$ cat src/rtl/key_encoder_8to3.sv
// key_encoder_8to3
//   Debounced 8-to-3 priority encoder for active-low keys/switches. The
//   highest-index asserted line is reported as a 3-bit code. valid stays
//   high while a debounced key is held, and single-cycle press/release
//   pulses mark acceptance and release of that key. The block is active
//   only while enable == 3'd4.
//
// Parameters:
//   DEBOUNCE_CYCLES - consecutive stable cycles needed to accept a press
//                     or a release (>= 1)
//   CNT_W           - debounce counter width (2**CNT_W > DEBOUNCE_CYCLES)
//
// Ports:
//   clk           in   system clock, rising edge
//   rst           in   asynchronous active-high reset
//   enable  [2:0] in   block active only when equal to 3'd4
//   keys    [7:0] in   active-low key lines, bit 7 has highest priority
//   code    [2:0] out  registered index of the accepted key
//   valid         out  high while a debounced key is held
//   press         out  one-cycle pulse when a key is accepted
//   release_pulse out  one-cycle pulse when the held key is released
//                      ("release" is a reserved word in SystemVerilog)
//
// Build option:
//   KEY_ENC_SYNC_EN - when defined, keys pass through a two-flop
//                     synchronizer before sampling (+1 cycle latency).

module key_encoder_8to3 #(
    parameter int unsigned DEBOUNCE_CYCLES = 4,
    parameter int unsigned CNT_W           = 8
) (
    input  logic       clk,
    input  logic       rst,
    input  logic [2:0] enable,
    input  logic [7:0] keys,
    output logic [2:0] code,
    output logic       valid,
    output logic       press,
    output logic       release_pulse
);

    typedef enum logic [1:0] {
        IDLE,
        DEBOUNCE,
        HELD,
        RELEASE_DB
    } state_t;

    localparam logic [CNT_W-1:0] CNT_LAST = CNT_W'(DEBOUNCE_CYCLES - 1);

    state_t           state, state_nxt;
    logic [CNT_W-1:0] cnt, cnt_nxt;
    logic [2:0]       cand, cand_nxt;
    logic [2:0]       code_nxt;
    logic             valid_nxt, press_nxt, release_nxt;
    logic [7:0]       samp;
    logic             raw_any;
    logic [2:0]       raw_code;

`ifdef KEY_ENC_SYNC_EN
    // samp doubles as the second synchronizer stage, so only one extra
    // flop is added in front of it.
    logic [7:0] sync1;

    always_ff @(posedge clk or posedge rst) begin
        if (rst) begin
            sync1 <= '1;
            samp  <= '1;
        end else begin
            sync1 <= keys;
            samp  <= sync1;
        end
    end
`else
    always_ff @(posedge clk or posedge rst) begin
        if (rst) begin
            samp <= '1;
        end else begin
            samp <= keys;
        end
    end
`endif

    // Ascending scan: the last (highest) zero bit found wins.
    always_comb begin
        raw_any  = ~&samp;
        raw_code = '0;
        for (int unsigned i = 0; i < 8; i++) begin
            if (!samp[i]) begin
                raw_code = 3'(i);
            end
        end
    end

    always_comb begin
        state_nxt   = state;
        cnt_nxt     = cnt;
        cand_nxt    = cand;
        code_nxt    = code;
        valid_nxt   = valid;
        press_nxt   = 1'b0;
        release_nxt = 1'b0;

        if (enable != 3'd4) begin
            // Disabling drops a held key silently: no release pulse.
            state_nxt = IDLE;
            code_nxt  = '0;
            valid_nxt = 1'b0;
            cnt_nxt   = '0;
        end else begin
            case (state)
                IDLE: begin
                    if (raw_any) begin
                        cand_nxt  = raw_code;
                        cnt_nxt   = '0;
                        state_nxt = DEBOUNCE;
                    end
                end
                DEBOUNCE: begin
                    if (!raw_any) begin
                        state_nxt = IDLE;
                    end else if (raw_code != cand) begin
                        cand_nxt = raw_code;
                        cnt_nxt  = '0;
                    end else if (cnt == CNT_LAST) begin
                        state_nxt = HELD;
                        code_nxt  = cand;
                        valid_nxt = 1'b1;
                        press_nxt = 1'b1;
                    end else begin
                        cnt_nxt = cnt + CNT_W'(1);
                    end
                end
                HELD: begin
                    // A different (e.g. higher-priority) key counts as a
                    // release; the new key is debounced again from IDLE.
                    if (!raw_any || raw_code != code) begin
                        cnt_nxt   = '0;
                        state_nxt = RELEASE_DB;
                    end
                end
                RELEASE_DB: begin
                    if (raw_any && raw_code == code) begin
                        state_nxt = HELD;
                    end else if (cnt == CNT_LAST) begin
                        state_nxt   = IDLE;
                        valid_nxt   = 1'b0;
                        release_nxt = 1'b1;
                        code_nxt    = '0;
                    end else begin
                        cnt_nxt = cnt + CNT_W'(1);
                    end
                end
                default: begin
                    state_nxt = IDLE;
                end
            endcase
        end
    end

    always_ff @(posedge clk or posedge rst) begin
        if (rst) begin
            state         <= IDLE;
            cnt           <= '0;
            cand          <= '0;
            code          <= '0;
            valid         <= 1'b0;
            press         <= 1'b0;
            release_pulse <= 1'b0;
        end else begin
            state         <= state_nxt;
            cnt           <= cnt_nxt;
            cand          <= cand_nxt;
            code          <= code_nxt;
            valid         <= valid_nxt;
            press         <= press_nxt;
            release_pulse <= release_nxt;
        end
    end

endmodule
$ cat config.mk
export PLATFORM = sky130hd
export DESIGN_NAME = key_encoder_8to3
export DESIGN_NICKNAME = d
export VERILOG_FILES = /design/src/rtl/key_encoder_8to3.sv
export SDC_FILE = /design/constraint.sdc
export NUM_CORES = 1
export LEC_CHECK = 0
export ABC_AREA = 1
export CORE_MARGIN = 5
export CORE_UTILIZATION = 45
export CTS_BUF_LIST = sky130_fd_sc_hd__clkbuf_4 sky130_fd_sc_hd__clkbuf_8
export CTS_CLUSTER_SIZE = 10
export DETAILED_ROUTE_END_ITERATION = 16
export HOLD_SLACK_MARGIN = 0.15
export PLACE_DENSITY = 0.68
export SLEW_MARGIN = 20
export SYNTH_ARGS = -nofsm -noshare
export SYNTH_HDL_FRONTEND = slang
export SYNTH_SLANG_ARGS = --single-unit
$ cat constraint.sdc
create_clock -name clk -period 2.1 [get_ports clk]
set_clock_uncertainty 0.2 [all_clocks]
set_input_delay 0.42 -clock clk [delete_from_list [all_inputs] [get_ports clk]]
set_output_delay 0.42 -clock clk [all_outputs]
set_load 0.05 [all_outputs]
**After elaboration in Yosys (flattened, before gate mapping)**

Index checks and enable logic that the tools add are counted.

- Output and inout bits: 6
- Logic and storage cells: 92
- Flip-flop bits (word level): 27
- Input port bits: 13

- Muxes and demuxes: 50
- Bitwise logic cells: 1
- Equal/unequal tests: 21
- Reduce and logical (&&, ||, !) cells: 11
- $add $sub $neg: 1

Operators by type and width:

| cell | number |
|---|---|
| 2-to-1 mux 8 bit | 7 |
| 2-to-1 mux 3 bit | 15 |
| one-hot mux 8 bit (4 select lines) | 1 |
| != test 3 bit, second input constant | 8 |
| 2-to-1 mux 2 bit | 8 |
| 2-to-1 mux 1 bit | 15 |
| != test 4 bit, second input constant | 3 |
| one-hot mux 3 bit (2 select lines) | 2 |
| AND reduction 5 bit | 2 |
| adder 8 x 1 -> 8 bit, second input constant | 1 |
| equality test 8 x 2 -> 1 bit, second input constant | 1 |
| one-hot mux 2 bit (4 select lines) | 1 |
| AND reduction 8 bit | 1 |
| != test 2 bit, second input constant | 3 |
| != test 3 bit | 2 |
| AND reduction 6 bit | 1 |
| equality test 2 bit, second input constant | 2 |
| AND reduction 4 bit | 1 |
| equality test 3 bit | 1 |
| nonzero test 3 bit | 1 |
| equality test 2 x 1 -> 1 bit, second input constant | 1 |
| logical NOT 2 bit | 1 |
| one-hot mux 1 bit (2 select lines) | 1 |
| nonzero test 2 bit | 1 |
| 4 further kinds | 4 |

**Logic depth before layout (Yosys ltp)**

Gate-level depths: netlist of the first run.

- Word-level depth: 12
- Depth in mapped cells: 16

**Worst setup path after synthesis of the first run**

Ideal clock, no wire load.

- Kind: register to register
- Start: register samp[4]
- End: register cnt[0]
- Data arrival time: 1.564 ns
- Cell stages (with the launch flop): 13
- Buffers on the path: 1
- Setup slack: 0.217 ns
- Cells stage by stage: dfstp_2 -> nand2_1 -> nor2_4 -> nand2_1 -> nand2_1 -> nand2_1 -> nor2_2 -> nand3_2 -> a21oi_2 -> nor2_2 -> buf_6 -> nand2_1 -> o21ai_2

- Longest elaborated chain between the ends: 9

RTL lines:

| what | RTL line | source |
|---|---|---|
| from (decl) | 56 | `logic [7:0] samp;` |
| from (signal assigned) | 79 | `samp <= keys;` |
| 2-to-1 mux 3 bit (4 in series) | 89 | `if (!samp[i]) begin` |
| != test 3 bit | 122 | `end else if (raw_code != cand) begin` |
| 2-to-1 mux 8 bit | 122 |  |
| 2-to-1 mux 8 bit | 120 | `if (!raw_any) begin` |
| one-hot mux 8 bit (4 select lines) | 111 | `case (state)` |
| 2-to-1 mux 8 bit | 104 | `if (enable != 3'd4) begin` |
| to (signal assigned) | 172 | `cnt <= cnt_nxt;` |
| to (decl) | 52 | `logic [CNT_W-1:0] cnt, cnt_nxt;` |

Parallel ways exist; a longest one is shown, timed or not. The select of a mux whose other input is x is not followed.
A chain may end at the register's enable or synchronous reset.

**Worst setup path after layout of the first run**

- Start: register samp[6]
- End: register cnt[2]

- Longest elaborated chain between the ends: 7

RTL lines:

| what | RTL line |
|---|---|
| 2-to-1 mux 3 bit (2 in series) | 89 |
| != test 3 bit | 122 |
| 2-to-1 mux 8 bit | 122 |
| 2-to-1 mux 8 bit | 120 |
| one-hot mux 8 bit (4 select lines) | 111 |
| 2-to-1 mux 8 bit | 104 |

Parallel ways exist; a longest one is shown, timed or not. The select of a mux whose other input is x is not followed.

==> flow_summary.toml, run 1 <==
[worst_setup_path]
reg2reg_to = "cnt[2]"
required_ps = 2110
critPathMaxFanout = 8
crit_type = "reg -> reg"
rrSetupSlack_ps = 60
r2r_cells = 11
rr_startpoint = "samp[6]"
crit_arrival_ps = 2060
start_kind = "register"
end_kind = "register"

[timing]
worst_pin_slew_ps = 343
slew-limit-headroom_pct = 77.1
setup_tns_ps = 0
slew_violations = 0
finalSetupViolations = 0
hold_viol = 0
period_minus_slack_ps = 2040
post-route-period-util_pct = 97.4
rsz0062_at_grt = "yes"
fmax_mhz = 489

[final_layout]
instances_no_fill = 287
stdcell_area_sq_um = 2070
synthToLayoutAreaGrowth_pct = 35.8
nNetsFinal = 256
diodes = 0
drive_above_1_share_pct = 34.9

[global_route]
grt_pass1_vias = 1229
antenna_found_initial = 0
grt_overflow_total = 0
grt_first_pass_wirelength_mm = 5.33
grt_usage_pct = 14.9
grt_max_degree = 28

[die]
dieWidth_microns = 68.1
fp.dieH_microns = 68.1
coreArea_sq_um = 3310
die-area_sq_um = 4640
ios = 19
initial_core_util_pct = 46.0
num_rows = 21

[min_path]
holdCritPathClass = "in -> async"

[drt]
routedWlPerCell_microns = 11.5
drt_wl_total_mm = 3.31
drtIter0Drc = 88
drc_errors = 0
firstDrtPassIters = 4
via_per_inst = 4.79
final_antenna_net_count = 0
vias = 1376

[logic_synthesis]
syn_nets = 214
synth.most_common_cell = "nand2_1"
syn_area_per_cell_sq_um = 7.61
synth_edf_count = 0
yosysWarnings = 0
synth_top_area_share_pct = 31.3
synth_common_cells = "60 x nand2_1, 30 x inv_1, 19 x dfrtp_1, 18 x nand3_1, 18 x nor2_1"
synth_area_sq_um = 1520
ys_types = 23
ys_seq_area_share_pct = 45.1
synth_seq_cells = 27
async_flop_share_pct = 100
yosysTopAreaCell = "dfrtp_1"
synth_cells = 200
yosys_most_used_dff = "dfrtp_1"
synthTopCellsByArea = "dfrtp_1 31%, nand2_1 15%, dfstp_2 14%, inv_1 7.4%, nand3_1 5.9%"

[cts]
htree_levels = 1
cts_sinks = 27
worstSkewPairLatency_ps = 330
cts_max_path_buffers = 2
root_buffer = "clkbuf_4"
cts.reportedPaths.clkPinSlew_ps = 160
cts_buffers = 3
cts_tree = "done"

[placed_design]
place_inst = 281
postPlaceCellArea_sq_um = 1870
gp_congestion = 0.910
hpwl_mm = 2.24
portBuffers = 18

[power]
vdd_drop_max_uv = 190
p_leak_nw = 0.962
power.density_nw_per_um2 = 476

[job]
max-cap-violations = 0

[status]
status = "finished, final reports clean"
## critical path, cell delays in order, from the launching register on
cell and delay (ps):
dfstp_2 560, nand2_2 70, nor2_4 160, nand2_1 70, nand2_1 50, nand2_1 50, nor2_2 140, nand3_4 150
o21ai_4 240, nor2_4 100, nand2_1 90, o21ai_2 50
## state kept, by name (all words and copies together), names as in the netlist
name and flops:
release_pulse 1, code 3, samp 8, cnt 8
press 1, cand 3, valid 1, state 2
## area by class of cell
cell class                 instances  area (sq um)
inverter                          32           120
timing repair buffer              37           308
tap                               46          57.6
clock buffer                       3          22.5
clock inverter                     1          5.00
multi-input combinational        141           867
sequential                        27           686
fill                             299          1240
## placed cells by master (no fill, tap or decap), drive strengths merged, types with 3 or more instances in the layout
cell	count
dfrtp	19
inv	32
clkdlybuf4s50	12
nand3	19
buf	25
nor2	23
dfstp	8
nand2	62
o21ai	19
xor2	7
nor3	4
clkbuf	3
## cell families (layout without fill, tap and decap cells)
logic type	Yosys count	count (layout)	synth area share, %
buf+inv	33	73	8.64
simple gates	110	111	31.2
flops	27	27	45.1
xor+xnor	8	8	4.61
mux	1	1	0.658
compound gates	20	20	9.05
fa+ha+maj	1	1	0.822
## repair_timing
item / in CTS / in global routing
pin swaps: 1 / 8
resized for setup: 6 / 35
endpoints found under the setup margin: 12 / 17
cloned: 0 / 1
setup buffers: 0 / 2
hold buffers: 0 / 0
## metal layers
layer / wire length (microns) / part of all wire, % / vias to the layer above / GRT usage, %
li1: - / - / 710 / -
met1: 1420 / 43 / 635 / 18.9
met2: 1730 / 52 / 29 / 26.4
met3: 143 / 4.3 / 2 / 2.13
met4: 20 / 0.60 / 0 / 3.72
met5: 0 / 0 / - / 0
## worst max path at each step
stage                         start       end  slack, ps  depth (start not counted)
after floorplan             samp[4]    cnt[0]        220                         12
after global placement    enable[1]    cnt[2]       -350                         11
after detailed placement  enable[1]    cnt[4]       -390                         11
after CTS                   samp[4]    cnt[4]        0.1                         12
after global routing        samp[6]  state[1]        -70                         14
final                       samp[6]    cnt[2]         60                         11
## stage by stage
| stage | util (%) | setup slack [ps] | hold WS [ps] | power [mW] |
|---|---|---|---|---|
| floorplan | - | 217 | 224 | 0.662 |
| global placement | 56.4 | -350 | 278 | 0.729 |
| detailed placement | 56.4 | -388 | 276 | 0.731 |
| CTS | 58.2 | 0.138 | 247 | 0.968 |
| global route | 62.4 | -74.5 | 252 | 1.04 |
| finish | 62.4 | 55.3 | 228 | 0.984 |
## report_power, final
part | total [mW] | internal (mW) | switching, mW
Clock | 0.228 | 0.0713 | 0.157
Sequential | 0.571 | 0.551 | 0.0201
Combinational | 0.184 | 0.0792 | 0.105
Total | 0.984 | 0.702 | 0.282
Power figures use the tool's default switching activity.
==> inputs of run 2 (changes only) <==
Settings changed: CELL_PAD_IN_SITES_DETAIL_PLACEMENT set to 0, CELL_PAD_IN_SITES_GLOBAL_PLACEMENT set to 1, CORE_UTILIZATION 45 to 42, PLACE_DENSITY 0.68 to 0.83.
==> run 2 against run 1 <==
Sequential cell count is the same. First-iteration DRC count shrank 20%. Sequential share of layout area grew 2.0 points. Die area grew 6.1%. Maximum frequency grew 1.2%. Global-route usage shrank 0.38 points. Register-to-register slack gained 20 ps. Sequential power is essentially flat. Via count shrank 4.7%. Non-clock buffer count shrank 4. Hold slack gained 53 ps. Design area shrank 5.7%. Critical path type unchanged. Largest power group unchanged.
==> flow_summary.toml, run 2 (same netlist as run 1, synthesis figures left out) <==
[worst_setup_path]
critPathMaxFanout = 16
crit_type = "reg -> reg"
start_kind = "register"
crit_arrival_ps = 2050
cp-startpoint = "samp[6]"
crit_chain = "nand2_2, nor2_4, nand2_1, nand2_1, nand2_1, nor2_2, nand3_4, o21ai_2, nor2_2, buf_12, nand2_1, o21ai_2"
end_kind = "register"
cp_slowest_cell = "dfstp_2"
rr_startpoint = "samp[6]"
required_ps = 2130
critPathMostFrequentCell = "nand2_1"
cp_slowest_stage_delay_ps = 560

[drt]
final_antenna_net_count = 0
vias = 1311
drtIter0Drc = 70
via_per_inst = 4.65
drc_errors = 0
drt_wl_total_mm = 3.18
firstDrtPassIters = 4
routedWlPerCell_microns = 11.3

[die]
initial_core_util_pct = 44.5
ios = 19
die-area_sq_um = 4930
coreArea_sq_um = 3420
num_rows = 21
fp.dieH_microns = 70.2
dieWidth_microns = 70.2

[power]
vdd_drop_max_uv = 221
power.density_nw_per_um2 = 493
finalPower_mw = 0.960
p_leak_nw = 0.921

[final_layout]
layout_commonest_cell = "nand2_1"
instances_no_fill = 282
final_cell_mix = "54 x nand2_1, 29 x inv_1, 19 x dfrtp_1, 19 x buf_4, 17 x nor2_1"
drive_above_1_share_pct = 27.1
nNetsFinal = 251
diodes = 0
synthToLayoutAreaGrowth_pct = 28.0
reg_top3 = "cnt: 8 flops, samp: 8 flops"

[global_route]
grt_overflow_total = 0
antenna_found_initial = 0
grt_first_pass_wirelength_mm = 5.88
grt_pass1_vias = 1400
grt_usage_pct = 14.5
grt_max_degree = 17

[placed_design]
pre_cts_slack_ps = -108
portBuffers = 18
gp_congestion = 0.887
place_inst = 275
hpwl_mm = 2.52

[timing]
rsz0062_at_grt = "yes"
slew_violations = 0
worst_pin_slew_ps = 401
fin_ws_ps = 79.7
hold_viol = 0
timing.hold.ws_ps = 281
slew-limit-headroom_pct = 73.2
finalSetupViolations = 0
fmax_mhz = 495
post-route-period-util_pct = 96.2
period_minus_slack_ps = 2020

[cts]
cts.reportedPaths.clkPinSlew_ps = 150
cts_max_path_buffers = 2
root_buffer = "clkbuf_4"
htree_levels = 1
cts_sinks = 27
worstSkewPairLatency_ps = 320
cts_tree = "done"
cts_buffers = 3

[min_path]
min-delay-start = "keys[1]"
holdCritPathClass = "in -> reg"

[job]
max-cap-violations = 0

[status]
status = "finished, final reports clean"
==> run 2: changes by cell type in the layout (fill, tap and decap cells not counted), sizes merged <==
cell	previous run	this run
buf	25	20
clkinv	1	0
clkinvlp	0	1
dlygate4sd3	0	1
nor2	23	22
==> run 2: power by group <==
group | leakage (nW) | switching (mW) | internal [mW]
Combinational | 0.566 | 0.0919 | 0.0695
Clock | 0.0139 | 0.155 | 0.0727
Sequential | 0.341 | 0.0201 | 0.551
Total | 0.921 | 0.267 | 0.693
==> run 2: stage by stage <==
step	setup TNS (ps)	instance area, sq um	util [%]
after CTS	0	1880	55.1
after global placement	-261	1840	53.7
final	0	1950	57.0
after global routing	-677	1950	57.0
after detailed placement	-619	1840	53.7
after floorplan	0	1520	-
==> run 2: final timing paths <==
kind | slack [ps] | to | cells past startpoint
worst max-delay path | 80 | cnt[0] | 12
worst min-delay path | 280 | samp[1] | 1
worst max register to register | 80 | cnt[0] | 12
worst min register to register | 300 | valid | 2
max in group asynchronous | 510 | state[1] | 4
min in group asynchronous | 710 | cnt[6] | 3
==> run 2: critical path: cells and delay by family (launching register included) <==
family	cells	cell delay, ps
simple gates	9	820
compound gates	2	200
buf+inv	1	150
flops	1	560
==> run 2: cell type report <==
type	instances	area, sq um
Multi-Input combinational cell	140	762
Tap cell	46	57.6
Clock inverter	1	7.51
Fill cell	333	1470
Timing Repair Buffer	33	293
Inverter	32	120
Sequential cell	27	686
Clock buffer	3	22.5
==> run 2: layer usage <==
metal	vias up	share of wire, %	track usage [%]
met5	-	0	0
met1	607	44	16.7
met2	8	53	26.5
met3	2	2.5	2.58
li1	694	-	-
met4	0	0.66	5.32
==> run 2: repair_timing <==
item                       4_1_cts  5_1_grt
setup endpoints to repair        3       17
resized for setup                1       15
hold endpoints to repair         2        0
hold buffers                     1        0
pin swaps                        0        2
buffers inserted                 0        2
==> inputs of run 3 (changes only) <==
Settings changed: CAP_MARGIN set to 20.
==> results of run 3 <==
No change in the layout: final DEF, timing and power equal those of run 2.
